`config.mk`:
```
export PLATFORM = sky130hd
export DESIGN_NAME = dms_pfd_sync_flat
export DESIGN_NICKNAME = d
export VERILOG_FILES = /design/src/rtl/dms_pfd_sync_if.sv /design/src/rtl/dms_pfd_sync.sv /design/src/flat_wrapper.sv
export SDC_FILE = /design/constraint.sdc
export NUM_CORES = 1
export LEC_CHECK = 0
export ABC_AREA = 1
export CORE_MARGIN = 5
export CORE_UTILIZATION = 35
export CTS_CLUSTER_SIZE = 40
export DETAILED_ROUTE_END_ITERATION = 16
export SLEW_MARGIN = 20
export SYNTH_ARGS = -nofsm -noshare
export SYNTH_HDL_FRONTEND = slang
export SYNTH_SLANG_ARGS = --single-unit
```
`constraint.sdc`:
```
create_clock -name clk -period 1.31 [get_ports clk]
set_input_delay 0.262 -clock clk [delete_from_list [all_inputs] [get_ports clk]]
set_output_delay 0.262 -clock clk [all_outputs]
set_load 0.01 [all_outputs]
```
`src/rtl/dms_pfd_sync_if.sv`:
```
// Signal bundle between a phase-frequency detector and its driver.
// The master side owns the data level and both clocks; the slave side owns the pump requests.
interface dms_pfd_sync_if;
    logic d;
    logic refclk;
    logic finalclk;
    logic up;
    logic down;

    modport master (
        output d,
        output refclk,
        output finalclk,
        input  up,
        input  down
    );

    modport slave (
        input  d,
        input  refclk,
        input  finalclk,
        output up,
        output down
    );
endinterface

```
`src/rtl/dms_pfd_sync.sv`:
```
// Sampled phase-frequency detector: refclk and finalclk are synchronized into clk,
// edge-detected, and steer a four-state up/down machine with a timed BOTH reset phase.
module dms_pfd_sync #(
    parameter int SYNC_STAGES = 2,
    parameter int RST_DLY     = 2
) (
    input  logic           clk,
    input  logic           rst_n,
    dms_pfd_sync_if.slave  pfd
);

    // Bit 0 drives up and bit 1 drives down, so the outputs come straight from flops.
    typedef enum logic [1:0] {
        IDLE = 2'b00,
        UP   = 2'b01,
        DN   = 2'b10,
        BOTH = 2'b11
    } state_t;

    localparam logic [3:0] CNT_LOAD = 4'(RST_DLY - 1);

    logic [SYNC_STAGES-1:0] ref_sync_q, ref_sync_d;
    logic [SYNC_STAGES-1:0] fb_sync_q, fb_sync_d;
    logic                   ref_hist_q, fb_hist_q;
    logic                   ref_rise, fb_rise;
    state_t                 state_q;
    logic [3:0]             cnt_q;

    assign ref_sync_d = {ref_sync_q[SYNC_STAGES-2:0], pfd.refclk};
    assign fb_sync_d  = {fb_sync_q[SYNC_STAGES-2:0], pfd.finalclk};

    always_ff @(posedge clk or negedge rst_n) begin
        if (!rst_n) begin
            ref_sync_q <= '0;
            fb_sync_q  <= '0;
            ref_hist_q <= 1'b0;
            fb_hist_q  <= 1'b0;
        end else begin
            ref_sync_q <= ref_sync_d;
            fb_sync_q  <= fb_sync_d;
            ref_hist_q <= ref_sync_q[SYNC_STAGES-1];
            fb_hist_q  <= fb_sync_q[SYNC_STAGES-1];
        end
    end

    assign ref_rise = ref_sync_q[SYNC_STAGES-1] & ~ref_hist_q;
    assign fb_rise  = fb_sync_q[SYNC_STAGES-1] & ~fb_hist_q;

    // d only gates the launch out of IDLE; once pumping, only the opposite edge matters.
    always_ff @(posedge clk or negedge rst_n) begin
        if (!rst_n) begin
            state_q <= IDLE;
            cnt_q   <= 4'd0;
        end else begin
            case (state_q)
                IDLE: begin
                    if (pfd.d && ref_rise && fb_rise) begin
                        state_q <= BOTH;
                        cnt_q   <= CNT_LOAD;
                    end else if (pfd.d && ref_rise) begin
                        state_q <= UP;
                    end else if (pfd.d && fb_rise) begin
                        state_q <= DN;
                    end
                end
                UP: begin
                    if (fb_rise) begin
                        state_q <= BOTH;
                        cnt_q   <= CNT_LOAD;
                    end
                end
                DN: begin
                    if (ref_rise) begin
                        state_q <= BOTH;
                        cnt_q   <= CNT_LOAD;
                    end
                end
                BOTH: begin
                    if (cnt_q == 4'd0) begin
                        state_q <= IDLE;
                    end else begin
                        cnt_q <= cnt_q - 4'd1;
                    end
                end
                default: begin
                    state_q <= IDLE;
                    cnt_q   <= 4'd0;
                end
            endcase
        end
    end

    assign pfd.up   = state_q[0];
    assign pfd.down = state_q[1];

endmodule

```
`src/flat_wrapper.sv`:
```
// flat-port wrapper written by rule: the top's interface ports become plain ports
module dms_pfd_sync_flat 
#(
    parameter int SYNC_STAGES = 2,
    parameter int RST_DLY     = 2
)
  (clk, rst_n, pfd_d, pfd_refclk, pfd_finalclk, pfd_up, pfd_down);
  dms_pfd_sync_if pfd_i ();
  input  logic clk;
  input  logic rst_n;
  input wire logic [$bits(pfd_i.d)-1:0] pfd_d;
  input wire logic [$bits(pfd_i.refclk)-1:0] pfd_refclk;
  input wire logic [$bits(pfd_i.finalclk)-1:0] pfd_finalclk;
  output wire logic [$bits(pfd_i.up)-1:0] pfd_up;
  output wire logic [$bits(pfd_i.down)-1:0] pfd_down;
  assign pfd_i.d = pfd_d;
  assign pfd_i.refclk = pfd_refclk;
  assign pfd_i.finalclk = pfd_finalclk;
  assign pfd_up = pfd_i.up;
  assign pfd_down = pfd_i.down;
  dms_pfd_sync #(.SYNC_STAGES(SYNC_STAGES), .RST_DLY(RST_DLY)) u_core (.clk(clk), .rst_n(rst_n), .pfd(pfd_i));
endmodule
```
After elaboration in Yosys (flattened, before gate mapping)
Cells that the tools add are included.
{ "word_totals": {"reg_bits": 12, "latch_bits": 0, "ram_bits": 0, "mem_bits_ro": 0, "input_bits": 5, "memories": 0} }
{ "classes": {"add_sub_neg": 1, "mul": 0, "div_mod_pow": 0, "magnitude_cmp": 0, "n_eq_ne": 9, "n_shift": 0, "mux": 12, "n_bitwise": 4, "reduce_logical": 7} }
{ "ops": {"columns": ["operator", "n"], "rows": [
  ["two-way mux 4 bit", 4],
  ["case mux 4 bit (4 select lines)", 1],
  ["two-way mux 2 bit", 6],
  ["!= test 2 x 1 -> 1 bit (second input constant)", 4],
  ["case mux 2 bit (4 select lines)", 1],
  ["AND reduction 4 bit", 2],
  ["== test 2 bit (second input constant)", 2],
  ["logical NOT 4 bit", 1],
  ["!= test 4 x 1 -> 1 bit (second input constant)", 1],
  ["subtractor 4 x 1 -> 4 bit (second input constant)", 1],
  ["logical AND 1 bit", 3],
  ["AND 1 bit", 2],
  ["== test 2 x 1 -> 1 bit (second input constant)", 1],
  ["logical NOT 2 bit", 1],
  ["!= test 2 bit (second input constant)", 1],
  ["NOT 1 bit", 2]
]} }

Depth between registers and ports, before layout
{ "logic_depth": {"word_depth": 7, "mapped_depth": 8} }

Worst setup path after synthesis
Ideal clock, no wire load.
{ "synth_path": {"path_kind": "flip-flop to flip-flop", "from": "reg u_core.state_q[1]", "to": "reg u_core.state_q[1]", "setup_ns": 0.117, "arrival_time_ns": 1.140, "required_ns": 1.193, "slack_ns": 0.053, "path_stages_with_launch": 9, "period_less_slack_ns": 1.257, "cell_sequence": "dfrtp_1 -> inv_1 -> ha_1 -> nand2_2 -> nand2_2 -> nor2_2 -> nand2_1 -> nand2_1 -> nand2_1"} }
{ "synth_via": {"elab_chain_cells": 3, "word_cells_on_any_way": 10} }
{ "synth_rtl": {"columns": ["element", "line", "rtl"], "rows": [
  ["start: declaration", "dms_pfd_sync.sv:26", "state_t state_q;"],
  ["start signal: assignment", "dms_pfd_sync.sv:52", "state_q <= IDLE;"],
  ["start signal: assignment", "dms_pfd_sync.sv:58", "state_q <= BOTH;"],
  ["start signal: assignment", "dms_pfd_sync.sv:61", "state_q <= UP;"],
  ["== test 2 bit, or another cell as far along", "dms_pfd_sync.sv:55", "case (state_q)"],
  ["!= test 2 x 1 -> 1 bit (no line) / != test 4 x 1 -> 1 bit (equally long branches)", null, null],
  ["AND reduction 4 bit (no line)", null, null]
]} }
Parallel ways exist; a longest one is shown, timed or not.
A chain may end at the register's enable or synchronous reset.

Worst setup path after layout
{ "layout_path": {"from": "reg u_core.state_q[0]", "to": "reg u_core.state_q[1]"} }
Same word-level chain as after synthesis.

==> impl_results.rst <==
.. list-table::
   :header-rows: 1

   * - Metric
     - Value
   * - Net Sw Power
     - 0.000944 W
   * - Hold Slack
     - 0.277 ns
   * - Switching power as a share of total power
     - 0.444
   * - Sequential cell area
     - 302 sq um
   * - Endpoint required time on the critical path
     - 1.48 ns
   * - Total routing resource utilization after global routing
     - 0.107
   * - Design internal power
     - 0.00118 W
   * - Top post-synthesis cells by area
     - dfrtp_1 (46%), nand2_1 (15%), ha_1 (11%)
   * - Sum of net half-perimeters after detailed placement
     - roughly 930 um
   * - Type of the setup path with the least slack
     - reg2reg
   * - Clk pwr share
     - 0.139
   * - Power density over the cells
     - 2350 nW/um^2
   * - Post-layout instance count excluding filler cells
     - 118
   * - Area growth from synthesis to layout
     - 37.7%
   * - RSZ-0062 raised after global routing
     - true
   * - Clock-pin transition on the worst setup and hold timing paths
     - 0.07 ns
   * - Sequential cell area fraction in the yosys report
     - 0.457
   * - Most common cell in the synthesized netlist
     - nand2_1
   * - Insertion delay to the later sink of the worst-skew pair
     - 0.28 ns
   * - Total number of yosys warnings
     - 0
   * - Synth Cell Area
     - 657 sq um
   * - Flop and latch count out of synthesis
     - 12
   * - Maximum fanout encountered on the critical timing path
     - 4
   * - Iteration count of the initial detailed-routing pass
     - 4
   * - Count of buffers from port buffering
     - 6
   * - N_diodes
     - 0
   * - Total power of the final layout
     - 0.00213 W
   * - Number of DRC violations after detailed-routing iteration 0
     - 5
   * - Max Cap Viol
     - 0
   * - Final net count
     - 105
   * - Endpoint of the lowest-slack register-to-register path
     - u_core.state_q[1]$_DFFE_PN0P_
   * - Startpoint of the most critical register-to-register path
     - u_core.state_q[0]$_DFFE_PN0P_
   * - Count of unresolved DRC violations after routing
     - 0
   * - Core box area
     - 1760 sq um
   * - Final non-filler cell area
     - around 900 sq um
   * - Library cell occupying the most area in the post-synthesis netlist
     - dfrtp_1
   * - Count of flip-flops with a built-in enable after synthesis
     - 0
   * - Detailed-route vias per instance
     - 4.46
   * - Height of the die
     - 53.3 um
   * - Clock Tree Buf Depth
     - 2
   * - Overall routed net length
     - 1260 um
   * - Time the worst path needs with I/O delays and setup
     - approximately 1.3 ns
   * - RePlAce Congestion
     - 0.817
   * - Clock Root Buffer
     - clkbuf_4
   * - Share of the cycle needed by the critical path after routing
     - 0.960
   * - Worst slew slack as a fraction of its limit
     - 0.881
   * - Number of rows in the core area
     - 15
   * - Post-synthesis async set-or-reset flop share
     - 1.00
   * - Filler cells
     - 183
   * - Layout cell share with drive strength beyond 1
     - 0.419
   * - Placement-stage cell area
     - approximately 770 sq um
   * - Worst Reg2Reg Path Length in Cells
     - 9
   * - Number of antenna violations at the first check in global routing
     - 0
   * - Number of placed I/O pins
     - 7
   * - Post-Synthesis Cells
     - 79
   * - Worst-case register-to-register setup slack
     - between 0.05 and 0.06 ns
   * - Number of distinct standard cells referenced by the synthesized netlist
     - 13
   * - Leakage power
     - 0.432 nW
   * - Share of total power in sequential cells
     - 0.256
   * - Pin count of the biggest net entering global routing
     - 13
   * - Kind of end point of the critical path
     - register
   * - Path class of the lowest-slack min-delay path
     - in2async
   * - Die width
     - between 50 and 60 um
   * - Mean instance size in the synthesized netlist
     - 8.31 sq um
   * - Clk_skew
     - 0.00203 ns
   * - Routed vias
     - ~530
   * - Number of H-tree levels
     - 1
   * - Arrival time worst endpoint
     - 1.43 ns
   * - Placed insts
     - between 100 and 150
   * - Pins Over Slew Limit
     - 0
   * - Leading cell types by count after synthesis
     - nand2_1 (26), dfrtp_1 (12), inv_1 (8), nor2_1 (8), ha_1 (6)
   * - Final routed wire length divided by cell count
     - 10.7 um
   * - Result of the run
     - completed
   * - CTS tree
     - done
   * - Total count of hold-check failures in the final report
     - 0
   * - Cell Chain, Critical Path
     - buf_6, inv_4, ha_4, nand2_4, nand2_4, nor2_4, nand2_2, nand2_1, nand2_1
   * - Starting Density
     - 0.372
   * - Logic pwr share
     - 0.605
   * - Area share of the largest cell type after synthesis
     - 0.457
   * - Die ar.
     - 2840 sq um
   * - Number of failing setup endpoints in the final timing report
     - 0
   * - Number of nets still failing antenna checks after routing
     - 0
   * - Highest Clock Rate
     - 0.795 GHz
   * - Net count of the mapped netlist
     - 90
   * - Max stage delay cell, worst path
     - dfrtp_1
   * - Primary FF master, synth
     - dfrtp_1
   * - Global-route wire length before repair
     - ~2100 um
   * - Actual slew at the worst max-slew pin
     - 0.179 ns
   * - Number of buffers inserted during clock tree synthesis
     - 3
   * - Final global-route overflow total
     - 0
   * - Delay of the slowest critical-path stage
     - 0.37 ns
   * - Total area of multi-input combinational cells
     - roughly 410 sq um
   * - Critical Path Source Type
     - register
   * - Clock net sink count
     - 12
   * - Via count of the first global-routing pass
     - 506
   * - Peak ir drop on the vdd network
     - about 0.0013 V
## timing repair
action / 4_1_cts / 5_1_grt
hold buffers: 0 / 0
pin swaps: 2 / 7
resized for setup: 5 / 28
buffers inserted: 1 / 0
endpoints found under the setup margin: 4 / 7
## layout make-up
cell class | instances | area share
multi-input combinational | 58 | 0.452
sequential | 12 | 0.333
timing repair buffer | 10 | 0.0968
inverter | 9 | 0.0429
tap | 25 | 0.0346
clock buffer | 4 | 0.0401
## routing by layer
layer	GRT usage	vias up	wire length, um
met1	0.133	241	605
met3	0.0310	5	51
met2	0.155	11	573
met4	0.0766	0	34
li1	-	269	-
met5	0	-	0
## flip-flops by register name, indices dropped and copies added, names as in the netlist
name / cells
u_core.ref_hist_q: 1
u_core.fb_hist_q: 1
u_core.cnt_q: 4
u_core.state_q: 2
u_core.ref_sync_q: 2
u_core.fb_sync_q: 2
## critical path: cells and delay by family, from the launching register on
kind	cells	cell delay, ns
and+or+nand+nor	6	0.45
DFF	1	0.37
adders and majority gates	1	0.15
buffers and inverters	2	0.18
## cells by family (layout without fill, tap and decap cells)
group           after synthesis  after routing  share of synthesized area
xor+xnor                      1              1                     0.0133
compound gates                2              2                     0.0152
simple gates                 49             49                      0.349
flops                        12             12                      0.457
buf+inv                       9             23                     0.0514
fa+ha+maj                     6              6                      0.114
## metrics by stage
step                      utilization  setup TNS [ns]  setup slack [ns]
final                           0.513               0            0.0526
after global placement          0.437          -0.317           -0.0631
after detailed placement        0.437          -0.504           -0.0937
after floorplan                     -               0            0.0534
after CTS                       0.465               0           0.00576
after global routing            0.513         -0.0210           -0.0129
## power by group through the flow
stage	Sequential (W)	Clock, W	Combinational [W]
floorplan	0.000536	0	0.000715
global route	0.000557	0.000324	0.00144
finish	0.000544	0.000295	0.00129
CTS	0.000519	0.000300	0.00103
global placement	0.000534	0	0.000985
detailed placement	0.000536	0	0.000986
## worst max-delay path by stage
stage | start | endpoint | slack (ns) | cells after the start
6_report | u_core.state_q[0]$_DFFE_PN0P_ | u_core.state_q[1]$_DFFE_PN0P_ | 0.05 | 9
4_1_cts | u_core.state_q[0]$_DFFE_PN0P_ | u_core.cnt_q[1]$_DFFE_PN0P_ | 0.006 | 9
5_1_grt | u_core.state_q[0]$_DFFE_PN0P_ | u_core.state_q[1]$_DFFE_PN0P_ | -0.01 | 9
3_5_place_dp | pfd_d | u_core.cnt_q[1]$_DFFE_PN0P_ | -0.09 | 8
3_3_place_gp | pfd_d | u_core.cnt_q[1]$_DFFE_PN0P_ | -0.06 | 8
2_1_floorplan | u_core.state_q[1]$_DFFE_PN0P_ | u_core.state_q[1]$_DFFE_PN0P_ | 0.05 | 8
## cells in the final DEF, fill, tap and decap left out, drive strengths merged
cell and count:
xnor2 1, nand3 6, clkbuf 5, buf 4
a21oi 2, dlygate4sd2 1, ha 6, inv 9
clkdlybuf4s50 4, dfrtp 12, nand2 31, nor2 12
Power figures use the tool's default switching activity.
